$ cat config.mk
export PLATFORM = sky130hd
export DESIGN_NAME = sum_tx_sequencer_flat
export DESIGN_NICKNAME = d
export VERILOG_FILES = /design/src/rtl/sum_tx_sequencer_if.sv /design/src/rtl/sum_tx_sequencer.sv /design/src/flat_wrapper.sv
export SDC_FILE = /design/constraint.sdc
export NUM_CORES = 1
export LEC_CHECK = 0
export ABC_AREA = 1
export CORE_MARGIN = 4
export CORE_UTILIZATION = 59
export DETAILED_ROUTE_END_ITERATION = 7
export GPL_TIMING_DRIVEN = 1
export PLACE_DENSITY = 0.9
export RECOVER_POWER = 100
export SETUP_SLACK_MARGIN = 0.02
export SLEW_MARGIN = 20
export SYNTH_ARGS = -nofsm -noshare
export SYNTH_HDL_FRONTEND = slang
export SYNTH_SLANG_ARGS = --single-unit
$ cat constraint.sdc
create_clock -name clk -period 2.3 [get_ports clk]
set_input_delay 0.345 -clock clk [delete_from_list [all_inputs] [get_ports clk]]
set_output_delay 0.345 -clock clk [all_outputs]
set_load 0.03 [all_outputs]
$ cat src/rtl/sum_tx_sequencer_if.sv
// Byte-wide UART transmit handshake between the report sequencer and uart_tx.
// The master drives the start strobe and byte; the slave reports busy.
interface sum_tx_sequencer_if;
  logic       uart_tx_en;
  logic [7:0] uart_tx_data;
  logic       uart_tx_busy;

  modport master (
    output uart_tx_en,
    output uart_tx_data,
    input  uart_tx_busy
  );

  modport slave (
    input  uart_tx_en,
    input  uart_tx_data,
    output uart_tx_busy
  );
endinterface

$ cat src/rtl/sum_tx_sequencer.sv
// Debounces the A/B save buttons, captures two 4-bit operands, registers their
// sum and, on every accepted B save, sends the ASCII report "A+B=SS\r\n".
module sum_tx_sequencer #(
  parameter int unsigned DEBOUNCE_CYCLES = 500000
) (
  input  logic                 clk,
  input  logic                 reset_n,
  input  logic                 save_a_n,
  input  logic                 save_b_n,
  input  logic [3:0]           data_input,
  sum_tx_sequencer_if.master   tx,
  output logic [3:0]           op_a,
  output logic [3:0]           op_b,
  output logic [4:0]           sum,
  output logic                 msg_active
);

  localparam int unsigned CW = $clog2(DEBOUNCE_CYCLES + 1);
  localparam logic [CW-1:0] CNT_LAST = CW'(DEBOUNCE_CYCLES - 1);

  typedef enum logic [2:0] {
    S_IDLE,
    S_LOAD,
    S_SEND,
    S_WAIT_HI,
    S_WAIT_LO
  } state_t;

  function automatic logic [7:0] hex_ascii(input logic [3:0] v);
    return (v < 4'd10) ? (8'h30 + {4'h0, v}) : (8'h37 + {4'h0, v});
  endfunction

  function automatic logic [7:0] report_byte(
    input logic [2:0] idx,
    input logic [3:0] a,
    input logic [3:0] b,
    input logic [4:0] s
  );
    logic [7:0] r;
    case (idx)
      3'd0:    r = hex_ascii(a);
      3'd1:    r = 8'h2B;
      3'd2:    r = hex_ascii(b);
      3'd3:    r = 8'h3D;
      3'd4:    r = hex_ascii({3'b000, s[4]});
      3'd5:    r = hex_ascii(s[3:0]);
      3'd6:    r = 8'h0D;
      default: r = 8'h0A;
    endcase
    return r;
  endfunction

  // Two-stage synchronizers; bit 0 = A button, bit 1 = B button. Buttons idle high.
  logic [1:0] btn_s1_q, btn_s2_q;
  logic [3:0] data_s1_q, data_s2_q;

  always_ff @(posedge clk or negedge reset_n) begin
    if (!reset_n) begin
      btn_s1_q  <= 2'b11;
      btn_s2_q  <= 2'b11;
      data_s1_q <= 4'h0;
      data_s2_q <= 4'h0;
    end else begin
      btn_s1_q  <= {save_b_n, save_a_n};
      btn_s2_q  <= btn_s1_q;
      data_s1_q <= data_input;
      data_s2_q <= data_s1_q;
    end
  end

  logic [1:0] accept;

  generate
    for (genvar gi = 0; gi < 2; gi++) begin : g_debounce
      logic [CW-1:0] cnt_q, cnt_d;
      logic          armed_q, armed_d;
      logic          acc_q, acc_d;
      logic          settle;

      // While armed we count low cycles toward a press; once pressed we count
      // high cycles toward re-arming. Any glitch restarts the count.
      assign settle = armed_q ? ~btn_s2_q[gi] : btn_s2_q[gi];

      always_comb begin
        cnt_d   = cnt_q;
        armed_d = armed_q;
        acc_d   = 1'b0;
        if (settle) begin
          if (cnt_q == CNT_LAST) begin
            cnt_d   = '0;
            armed_d = ~armed_q;
            acc_d   = armed_q;
          end else begin
            cnt_d = cnt_q + 1'b1;
          end
        end else begin
          cnt_d = '0;
        end
      end

      always_ff @(posedge clk or negedge reset_n) begin
        if (!reset_n) begin
          cnt_q   <= '0;
          armed_q <= 1'b1;
          acc_q   <= 1'b0;
        end else begin
          cnt_q   <= cnt_d;
          armed_q <= armed_d;
          acc_q   <= acc_d;
        end
      end

      assign accept[gi] = acc_q;
    end
  endgenerate

  state_t     state_q, state_d;
  logic [3:0] op_a_q, op_a_d, op_b_q, op_b_d;
  logic [4:0] sum_q, sum_d;
  logic       req_q, req_d;
  logic [2:0] idx_q, idx_d;
  logic [3:0] snap_a_q, snap_a_d, snap_b_q, snap_b_d;
  logic [4:0] snap_s_q, snap_s_d;
  logic [7:0] data_q, data_d;
  logic       req_pend;

  // A B accept counts as pending in the same cycle so an idle FSM reaches LOAD
  // one cycle after the accept, by which time op_b already holds the new value.
  assign req_pend = req_q | accept[1];

  always_comb begin
    state_d  = state_q;
    op_a_d   = op_a_q;
    op_b_d   = op_b_q;
    sum_d    = {1'b0, op_a_q} + {1'b0, op_b_q};
    idx_d    = idx_q;
    snap_a_d = snap_a_q;
    snap_b_d = snap_b_q;
    snap_s_d = snap_s_q;
    data_d   = data_q;
    req_d    = accept[1] | (req_q & (state_q != S_LOAD));

    if (accept[0]) op_a_d = data_s2_q;
    if (accept[1]) op_b_d = data_s2_q;

    case (state_q)
      S_IDLE: begin
        if (req_pend) state_d = S_LOAD;
      end
      S_LOAD: begin
        snap_a_d = op_a_q;
        snap_b_d = op_b_q;
        snap_s_d = {1'b0, op_a_q} + {1'b0, op_b_q};
        idx_d    = 3'd0;
        data_d   = hex_ascii(op_a_q);
        state_d  = S_SEND;
      end
      S_SEND: begin
        if (!tx.uart_tx_busy) state_d = S_WAIT_HI;
      end
      S_WAIT_HI: begin
        if (tx.uart_tx_busy) state_d = S_WAIT_LO;
      end
      S_WAIT_LO: begin
        if (!tx.uart_tx_busy) begin
          if (idx_q == 3'd7) begin
            state_d = req_pend ? S_LOAD : S_IDLE;
          end else begin
            idx_d   = idx_q + 3'd1;
            data_d  = report_byte(idx_q + 3'd1, snap_a_q, snap_b_q, snap_s_q);
            state_d = S_SEND;
          end
        end
      end
      default: state_d = S_IDLE;
    endcase
  end

  always_ff @(posedge clk or negedge reset_n) begin
    if (!reset_n) begin
      state_q  <= S_IDLE;
      op_a_q   <= 4'h0;
      op_b_q   <= 4'h0;
      sum_q    <= 5'h00;
      req_q    <= 1'b0;
      idx_q    <= 3'd0;
      snap_a_q <= 4'h0;
      snap_b_q <= 4'h0;
      snap_s_q <= 5'h00;
      data_q   <= 8'h00;
    end else begin
      state_q  <= state_d;
      op_a_q   <= op_a_d;
      op_b_q   <= op_b_d;
      sum_q    <= sum_d;
      req_q    <= req_d;
      idx_q    <= idx_d;
      snap_a_q <= snap_a_d;
      snap_b_q <= snap_b_d;
      snap_s_q <= snap_s_d;
      data_q   <= data_d;
    end
  end

  // The strobe is gated by live busy so it can never coincide with busy high,
  // and SEND is left after one strobe so it can never repeat back to back.
  assign tx.uart_tx_en   = (state_q == S_SEND) && !tx.uart_tx_busy;
  assign tx.uart_tx_data = data_q;
  assign op_a            = op_a_q;
  assign op_b            = op_b_q;
  assign sum             = sum_q;
  assign msg_active      = (state_q != S_IDLE);

endmodule
$ cat src/flat_wrapper.sv
// flat-port wrapper written by rule: the top's interface ports become plain ports
module sum_tx_sequencer_flat 
#(
  parameter int unsigned DEBOUNCE_CYCLES = 500000
)
  (clk, reset_n, save_a_n, save_b_n, data_input, op_a, op_b, sum, msg_active, tx_uart_tx_en, tx_uart_tx_data, tx_uart_tx_busy);
  sum_tx_sequencer_if tx_i ();
  input  logic clk;
  input  logic reset_n;
  input  logic save_a_n;
  input  logic save_b_n;
  input  logic [3:0] data_input;
  output logic [3:0] op_a;
  output logic [3:0] op_b;
  output logic [4:0] sum;
  output logic msg_active;
  output wire logic [$bits(tx_i.uart_tx_en)-1:0] tx_uart_tx_en;
  output wire logic [$bits(tx_i.uart_tx_data)-1:0] tx_uart_tx_data;
  input wire logic [$bits(tx_i.uart_tx_busy)-1:0] tx_uart_tx_busy;
  assign tx_uart_tx_en = tx_i.uart_tx_en;
  assign tx_uart_tx_data = tx_i.uart_tx_data;
  assign tx_i.uart_tx_busy = tx_uart_tx_busy;
  sum_tx_sequencer #(.DEBOUNCE_CYCLES(DEBOUNCE_CYCLES)) u_core (.clk(clk), .reset_n(reset_n), .save_a_n(save_a_n), .save_b_n(save_b_n), .data_input(data_input), .tx(tx_i), .op_a(op_a), .op_b(op_b), .sum(sum), .msg_active(msg_active));
endmodule
* Yosys cells after proc, flatten, opt, wreduce, memory -nomap -nowiden *
Index checks and enable logic that the tools add are counted.

storage, ports and cells
  output and inout port bits = 23
  ROM bits = 0
  bits in writable memories = 0
  memories kept = 0
  bits in latches = 0
  bits of input ports = 9
  register bits = 95
  logic and storage cells = 101

operators by class
  divide/modulo/power cells = 0
  add/subtract/negate cells = 13
  equality and inequality tests = 19
  order comparisons = 4
  multiply operators = 0
  shift-type cells = 0
  reductions and logical operators = 10
  muxes and demuxes = 28
  bitwise logic cells = 7

operators by type and width
  operator                                                                  number
  19-bit 2-to-1 mux                                                         4
  6-bit by 4-bit adder with 7-bit output (first input constant)             8
  8-bit one-hot mux with 7 select lines                                     1
  8-bit 2-to-1 mux                                                          6
  19-bit by 1-bit adder with 19-bit output (second input constant)          2
  19-bit == test (second input constant)                                    2
  3-bit 2-to-1 mux                                                          7
  4-bit less-than comparator (second input constant)                        4
  8-bit one-hot mux with 2 select lines                                     1
  3-bit == test (second input constant)                                     5
  3-bit one-hot mux with 5 select lines                                     1
  3-bit by 2-bit == test with 1-bit output (second input constant)          4
  2-bit inequality test (second input constant)                             4
  6-bit by 1-bit adder with 7-bit output (first input constant)             1
  1-bit 2-to-1 mux                                                          7
  3-bit by 1-bit == test with 1-bit output (second input constant)          2
  3-bit zero test                                                           2
  3-bit one-hot mux with 2 select lines                                     1
  4-bit by 4-bit adder with 5-bit output                                    1
  1-bit NOT                                                                 4
  2-bit AND reduction                                                       2
  4-bit AND reduction                                                       1
  3-bit by 1-bit adder with 3-bit output (second input constant)            1
  3-bit by 1-bit inequality test with 1-bit output (second input constant)  1
  8 further kinds                                                           9

* Depth between registers and ports, before layout *
Gate-level depths: netlist of the first run.

  depth in word-level cells = 6
  gate-level depth with buffers = 11
  gate-level depth less buffers = 11

* Worst setup path after synthesis of the first run *
Ideal clock, no wire load.

  kind = reg2reg
  start point = register u_core.idx_q[0]
  end point = register u_core.data_q[1] (netlist: u_core.tx.uart_tx_data[1])
  path buffers = 0
  required time = 2.183 ns
  arrival = 1.707 ns
  path slack = 0.476 ns
  cell stages (with the launch flop) = 11
  setup time = 0.117 ns
  cells stage by stage = dfrtp_1 ha_1 ha_1 inv_1 nand2_1 a21oi_2 nand2_1 nor2_1 nand3_1 nand2_1 nand2_1

on the way
  word-level cells in the longest chain between the ends = 6
  elaborated cells between the ends (all ways) = 15

ends and longest elaborated chain
  element                                 line                     source
  start: declaration                      sum_tx_sequencer.sv:121  logic [2:0] idx_q, idx_d;
  start signal: assignment                sum_tx_sequencer.sv:197  idx_q <= idx_d;
  3-bit by 1-bit adder with 3-bit output  sum_tx_sequencer.sv:170  data_d = report_byte(idx_q + 3'd1, snap_a_q, snap_b_q, snap_s_q);
  3-bit == test (tied with other cells)   sum_tx_sequencer.sv:40   case (idx)
  8-bit one-hot mux with 7 select lines   sum_tx_sequencer.sv:40
  8-bit 2-to-1 mux                        sum_tx_sequencer.sv:166  if (idx_q == 3'd7) begin
  8-bit 2-to-1 mux                        sum_tx_sequencer.sv:165  if (!tx.uart_tx_busy) begin
  8-bit one-hot mux with 2 select lines   sum_tx_sequencer.sv:146  case (state_q)
  end signal: assignment                  sum_tx_sequencer.sv:201  data_q <= data_d;
  end: declaration                        sum_tx_sequencer.sv:124  logic [7:0] data_q, data_d;

Parallel ways exist; a longest one is shown, timed or not. The select of a mux whose other input is x is not followed.
A chain may end at the register's enable or synchronous reset.

* Worst setup path after layout of the first run *
  start point = register u_core.state_q[0]
  end point = output msg_active

on the way
  word-level cells in the longest chain between the ends = 1

ends and longest elaborated chain
  element                   line                     source
  start: declaration        sum_tx_sequencer.sv:117  state_t state_q, state_d;
  start signal: assignment  sum_tx_sequencer.sv:192  state_q <= state_d;
  3-bit nonzero test        sum_tx_sequencer.sv:212  assign msg_active = (state_q != S_IDLE);
  end: declaration          flat_wrapper.sv:16       output logic msg_active;

Every way passes these cells.

==> results of run 1 <==
through the flow:
stage | cells | worst slack [ns] | cell area [sq um] | util
2_1_floorplan | 611 | 0.476 | 4970 | -
6_report | 764 | 0.186 | 5590 | 0.680
3_3_place_gp | 747 | 0.249 | 5420 | 0.660
4_1_cts | 764 | 0.0683 | 5680 | 0.692
5_1_grt | 764 | 0.0451 | 5590 | 0.680
3_5_place_dp | 747 | 0.201 | 5420 | 0.660
Yosys cell counts (3+ instances only):
master / number / area [sq um]
clkbuf_1: 4 / 15.0
o21ai_0: 32 / 160
a211oi_1: 3 / 22.5
nand2_2: 7 / 43.8
nand3_1: 42 / 210
a31oi_1: 3 / 18.8
o21ai_1: 3 / 15.0
nand3_2: 3 / 30.0
inv_1: 74 / 278
nor3_1: 17 / 85.1
nor3b_1: 3 / 22.5
dfrtp_1: 88 / 2200
dfstp_2: 6 / 158
nor2_1: 84 / 315
inv_2: 6 / 22.5
nand4_1: 9 / 56.3
xor2_1: 15 / 131
a21oi_1: 22 / 110
nor2_4: 5 / 56.3
nor2_2: 7 / 43.8
nand2_1: 132 / 495
ha_1: 18 / 225
state kept, by name, summed over array words and instances, names as in the netlist:
register / flops
u_core.btn_s1_q: 2
u_core.btn_s2_q: 2
u_core.data_s1_q: 4
u_core.data_s2_q: 4
u_core.g_debounce.acc_q: 2
u_core.g_debounce.armed_q: 2
u_core.g_debounce.cnt_q: 38
u_core.idx_q: 3
u_core.op_a: 4
u_core.op_b: 4
u_core.req_q: 1
u_core.snap_a_q: 4
u_core.snap_b_q: 4
u_core.snap_s_q: 5
u_core.state_q: 3
u_core.sum: 5
u_core.tx.uart_tx_data: 7
worst max-delay path, delay by kind of cell, from the launching register on:
kind	cells	cell delay, ns
buf+inv	1	0.69
flops	1	0.47
simple gates	2	0.24
cell families (layout without fill, tap and decap cells):
kind of cell             Yosys count  after routing  share of synthesized area
AND/OR/NAND/NOR                  320            320                      0.296
other                              1              1                   0.000755
adder cells (fa/ha/maj)           19             19                     0.0494
XOR/XNOR                          17             17                     0.0300
flip-flops                        94             94                      0.475
AO/OA/AOI/OAI                     72             72                     0.0809
buffers and inverters             88            136                     0.0680
report_power, final:
group / total (mW) / switching (mW) / leakage [nW] / internal (mW)
Sequential: 1.86 / 0.0953 / 1.25 / 1.76
Combinational: 0.861 / 0.592 / 1.26 / 0.269
Clock: 1.35 / 0.592 / 0.127 / 0.761
Total: 4.07 / 1.28 / 2.63 / 2.79
how the worst max path moves through the flow:
stage / start / to / cells after the start
after global placement: tx_uart_tx_busy / tx_uart_tx_en / 3
after detailed placement: tx_uart_tx_busy / tx_uart_tx_en / 3
after floorplan: u_core.idx_q[0]$_DFFE_PN0P_ / u_core.tx.uart_tx_data[1]$_DFFE_PN0P_ / 10
after CTS: u_core.state_q[0]$_DFFE_PN0P_ / tx_uart_tx_en / 2
after global routing: u_core.state_q[2]$_DFFE_PN0P_ / u_core.tx.uart_tx_data[6]$_DFFE_PN0P_ / 8
final: u_core.state_q[0]$_DFFE_PN0P_ / msg_active / 3
layer usage:
layer	routed length, um	part of all wire
met5	0	0
met4	332	0.031
met3	604	0.056
met2	5510	0.51
met1	4380	0.40
repair_timing:
item,in CTS,in global routing
resized for setup,0,1
hold buffers,1,0
endpoints found under the hold margin,40,0
setup endpoints to repair,0,1
area by class of cell:
| cell class | instances | area [sq um] |
|---|---|---|
| multi-input cells | 429 | 2200 |
| clock buffers | 10 | 138 |
| fillers | 655 | 2630 |
| flip-flops and latches | 94 | 2360 |
| repair buffers | 37 | 325 |
| well taps | 105 | 131 |
| clock inverters | 6 | 116 |
| inverters | 83 | 314 |
==> flow_summary_export.csv, run 1 <==
group,metric,value,unit
run_status,status,"completed",
critical_path,r2r_slack,0.21,ns
hold_path,whs_endpoint,"u_core.btn_s2_q[0]$_DFF_PN1_",
global_route,grtUsageMet2,0.401,
synthesis,ys_warn_count,0,
synthesis,yosysSeqAreaShare,0.475,
die,die_h,99.8,um
timing,rsz0062_at_grt,"no",
placed_design,dp_hpwl,8060,um
clocking,clk_latency,0.37,ns
global_route,grt_pass1_vias,4152,
synthesis,syn_nets,639,
synthesis,syn_avg_cell_area,8.13,sq um
global_route,antenna_found_initial,0,
finish,drive_above_1_share,0.0789,
power_and_ir_drop,leakagePower,2.63,nW
drt,first_pass_iters,5,
power_and_ir_drop,power_density,729,nW/um^2
critical_path,crit_path_max_fanout,6,
synthesis,syn_area,4970,sq um
critical_path,r2r-end,"u_core.tx.uart_tx_data[1]$_DFFE_PN0P_",
global_route,grt-busiest-layer,"met2",
drt,ant_nets,0,
global_route,grt_usage,0.231,
critical_path,reg2regPathDepth,10,
critical_path,cp.arrival,1.77,ns
synthesis,ys_seq_elements,94,
synthesis,synthCells,611,
clocking,tritoncts,"built",
finish,layout.cells.most_common,"nand2_1",
hold_path,hold_depth,0,
finish,diodes,0,
die,die_width,99.8,um
timing,fin_worst_skew,0.00979,ns
drt,first_iter_violations,270,
clocking,cts.clk_slew.worst_paths,0.09,ns
synthesis,ys_dominant_reg_cell,"dfrtp_1",
timing,drv_slew,0,
timing,slew_headroom,0.255,
drt,wirelength,10800,um
critical_path,slowest_stage,"dlygate4sd3_1",
synthesis,synth-edff-count,0,
critical_path,crit_chain,"nor2_4, nand2_1, dlygate4sd3_1",
drt,drc,0,
timing,setup_viol,0,
clocking,cts_root_buffer,"clkbuf_8",
critical_path,startpoint_type,"flop",
drt,vias,4181,
synthesis,netlist-cell-type-count,43,
timing,hold_ws,0.359,ns
timing,timing.fmax,473,MHz
critical_path,cp.required,1.96,ns
global_route,grt_max_degree,49,
timing,fin_crit,2.11,ns
die,die_area,9950,sq um
global_route,use_met3,0.0330,
finish,nets,682,
placed_design,gp_congestion,0.948,
hold_path,min-delay-start,"u_core.btn_s1_q[0]$_DFF_PN1_",
clocking,clock_sinks,94,
finish,final_cell_mix,"nand2_1 (133), nor2_1 (90), dfrtp_1 (88), inv_1 (77), nand3_1 (43)",
power_and_ir_drop,finalPower,4.07,mW
power_and_ir_drop,peakVddDrop,0.429,mV
drt,drt-vias-per-instance,5.47,
critical_path,path_class,"flop to output port",
die,ioPinCount,32,
global_route,grt_use_met1,0.279,
clocking,htree_num_levels,3,
hold_path,hold_class,"flop to flop",
die,rows,33,
timing,finalHoldViolations,0,
timing,worstMarginPinSlew,1.12,ns
drt,post_drt_wl_per_cell,14.2,um
clocking,cts_setup_buffers,0,
timing,fin_tns_setup,0,ns
die,coreArea,8220,sq um
placed_design,io_buffers,30,
finish,area_growth,12.5,%
clocking,numCtsBuffers,9,
critical_path,slowest_delay,0.69,ns
clocking,cts.path.max_buffers,2,
timing,final.period_utilization,0.919,
critical_path,crit_path_end_kind,"output port",
run,cap_violations,0,
critical_path,r2r_start,"u_core.idx_q[0]$_DFFE_PN0P_",
synthesis,postSynth.asyncResetShare,1.00,
global_route,grt_pass1_wl,18400,um
die,start_util,0.605,
global_route,grt.overflow.total,0,
Note: power is estimated with default switching activity, not from simulation.
==> run 2: changes to the inputs <==
--- a/config.mk
+++ b/config.mk
@@ -8,6 +8,7 @@
 export ABC_AREA = 1
 export CORE_MARGIN = 4
 export CORE_UTILIZATION = 59
+export CTS_BUF_LIST = sky130_fd_sc_hd__clkbuf_16
 export DETAILED_ROUTE_END_ITERATION = 7
 export GPL_TIMING_DRIVEN = 1
 export PLACE_DENSITY = 0.9
==> constraint.sdc (replaced) <==
create_clock -name clk -period 2.2 [get_ports clk]
set_input_delay 0.33 -clock clk [delete_from_list [all_inputs] [get_ports clk]]
set_output_delay 0.33 -clock clk [all_outputs]
set_load 0.03 [all_outputs]
==> flow_summary_export.csv, run 2 (synthesized netlist as in run 1, its figures left out) <==
group,metric,value,unit
timing,fin_tns_setup,0,ns
drt,first_pass_iters,5,
clocking,clk_latency,0.34,ns
drt,post_drt_wl_per_cell,14.2,um
finish,top_register,"u_core.g_debounce.cnt_q",
timing,timing.fmax,495,MHz
finish,nets,680,
finish,area_growth,13.9,%
die,die_area,9950,sq um
critical_path,crit_path_end_kind,"output port",
timing,final.period_utilization,0.917,
finish,fin_util,0.688,
drt,vias,4210,
die,ioPinCount,32,
global_route,grt_pass1_vias,4202,
drt,wirelength,10800,um
clocking,tritoncts,"built",
drt,first_iter_violations,226,
finish,drive_above_1_share,0.0837,
drt,drt-vias-per-instance,5.52,
timing,slew_headroom,0.366,
timing,drv_slew,0,
drt,drc,0,
power_and_ir_drop,seq_power_share,0.435,
critical_path,cp.required,1.87,ns
finish,final_cell_count_no_fill,762,
die,rows,33,
power_and_ir_drop,power_density,783,nW/um^2
clocking,cts.path.max_buffers,2,
die,start_util,0.605,
drt,ant_nets,0,
global_route,grt_pass1_wl,18800,um
finish,finalInstanceArea,5660,sq um
finish,fillers,641,
clocking,htree_num_levels,3,
power_and_ir_drop,clkPwrFrac,0.364,
clocking,numCtsBuffers,9,
timing,worstMarginPinSlew,0.950,ns
clocking,cts.clk_slew.worst_paths,0.07,ns
run,cap_violations,0,
clocking,cts_setup_buffers,0,
placed_design,io_buffers,30,
finish,final_cell_mix,"nand2_1 (133), nor2_1 (89), dfrtp_1 (88), inv_1 (75), nand3_1 (43)",
timing,fin_worst_skew,0.00710,ns
power_and_ir_drop,leakagePower,2.66,nW
power_and_ir_drop,switching_share,0.315,
finish,diodes,0,
power_and_ir_drop,p_comb_frac,0.201,
timing,finalHoldViolations,0,
finish,layout.cells.most_common,"nand2_1",
die,die_width,99.8,um
finish,multi_input_area,2210,sq um
power_and_ir_drop,p_int,3.03,mW
critical_path,startpoint_type,"flop",
global_route,grt.overflow.total,0,
timing,setup_viol,0,
power_and_ir_drop,peakVddDrop,0.443,mV
die,coreArea,8220,sq um
finish,regArea,2360,sq um
global_route,grt_max_degree,38,
placed_design,gp_congestion,1.01,
timing,rsz0062_at_grt,"no",
critical_path,path_class,"flop to output port",
finish,largest_reg_flops,38,
placed_design,placed_area,5420,sq um
clocking,cts_root_buffer,"clkbuf_16",
timing,fin_crit,2.02,ns
run_status,status,"completed",
power_and_ir_drop,power.switching,1.40,mW
placed_design,dp_hpwl,7880,um
hold_path,hold_class,"flop to flop",
global_route,antenna_found_initial,0,
clocking,clock_sinks,94,
placed_design,dp.cells,745,
critical_path,cp.arrival,1.69,ns
global_route,grt_usage,0.233,
critical_path,crit_path_max_fanout,6,
die,die_h,99.8,um
==> run 2: cell types whose count changed in the layout (fill, tap and decap cells not counted), moves of 2 or more <==
cell / before / now
inv_1: 77 / 75
clkbuf_1: 4 / 1
clkbuf_2: 4 / 2
clkbuf_8: 10 / 0
bufinv_16: 3 / 1
inv_6: 2 / 4
clkbuf_16: 0 / 9
==> run 2: routing by layer <==
layer  routed length (um)  up-vias  track usage
met5                    0        -            0
met4                  236        0       0.0882
met3                  474       22       0.0365
met2                 5760      116        0.416
met1                 4320     2025        0.283
li1                     -     2047            -
==> run 2: repair_timing <==
action,4_1_cts,5_1_grt
gates resized for setup,1,3
endpoints found under the setup margin,1,3
hold buffers,1,0
hold endpoints to repair,35,0
==> run 2: worst paths after layout <==
path	startpoint	end	slack, ns	depth (start not counted)
max	u_core.state_q[0]$_DFFE_PN0P_	msg_active	0.18	3
min	u_core.btn_s1_q[0]$_DFF_PN1_	u_core.btn_s2_q[0]$_DFF_PN1_	0.36	0
max reg2reg	u_core.state_q[0]$_DFFE_PN0P_	u_core.tx.uart_tx_data[6]$_DFFE_PN0P_	0.23	8
min reg2reg	u_core.btn_s1_q[0]$_DFF_PN1_	u_core.btn_s2_q[0]$_DFF_PN1_	0.36	0
max in group asynchronous	reset_n	u_core.btn_s1_q[1]$_DFF_PN1_	0.39	3
min in group asynchronous	reset_n	u_core.sum[2]$_DFF_PN0_	0.67	2
==> run 2: power by group through the flow <==
stage	clock [mW]	sequential [mW]	combinational (mW)
5_1_grt	1.72	1.94	0.981
3_3_place_gp	0	1.96	0.913
6_report	1.61	1.93	0.888
4_1_cts	1.64	1.94	0.940
3_5_place_dp	0	1.97	0.938
2_1_floorplan	0	2.07	0.485
==> run 2: area by class of cell <==
type | instances | share of cell area
clock buffers | 9 | 0.0398
multi-input cells | 429 | 0.391
repair buffers | 35 | 0.0580
well taps | 105 | 0.0232
clock inverters | 7 | 0.0150
flip-flops and latches | 94 | 0.417
inverters | 83 | 0.0557
==> run 2: per-stage QoR <==
step	hold WS [ns]	worst slack [ns]	total power, mW
after detailed placement	0.333	0.125	2.91
after global routing	0.359	0.0623	4.65
after CTS	0.358	0.188	4.52
after floorplan	0.0344	0.376	2.56
final	0.357	0.182	4.43
after global placement	0.329	0.240	2.88
==> run 2: worst max-delay path, cell delays in order (launching register included) <==
cell             delay (ns)
dfrtp_1                0.44
nor2_1                 0.24
nand2_1                0.07
clkdlybuf4s50_1        0.60
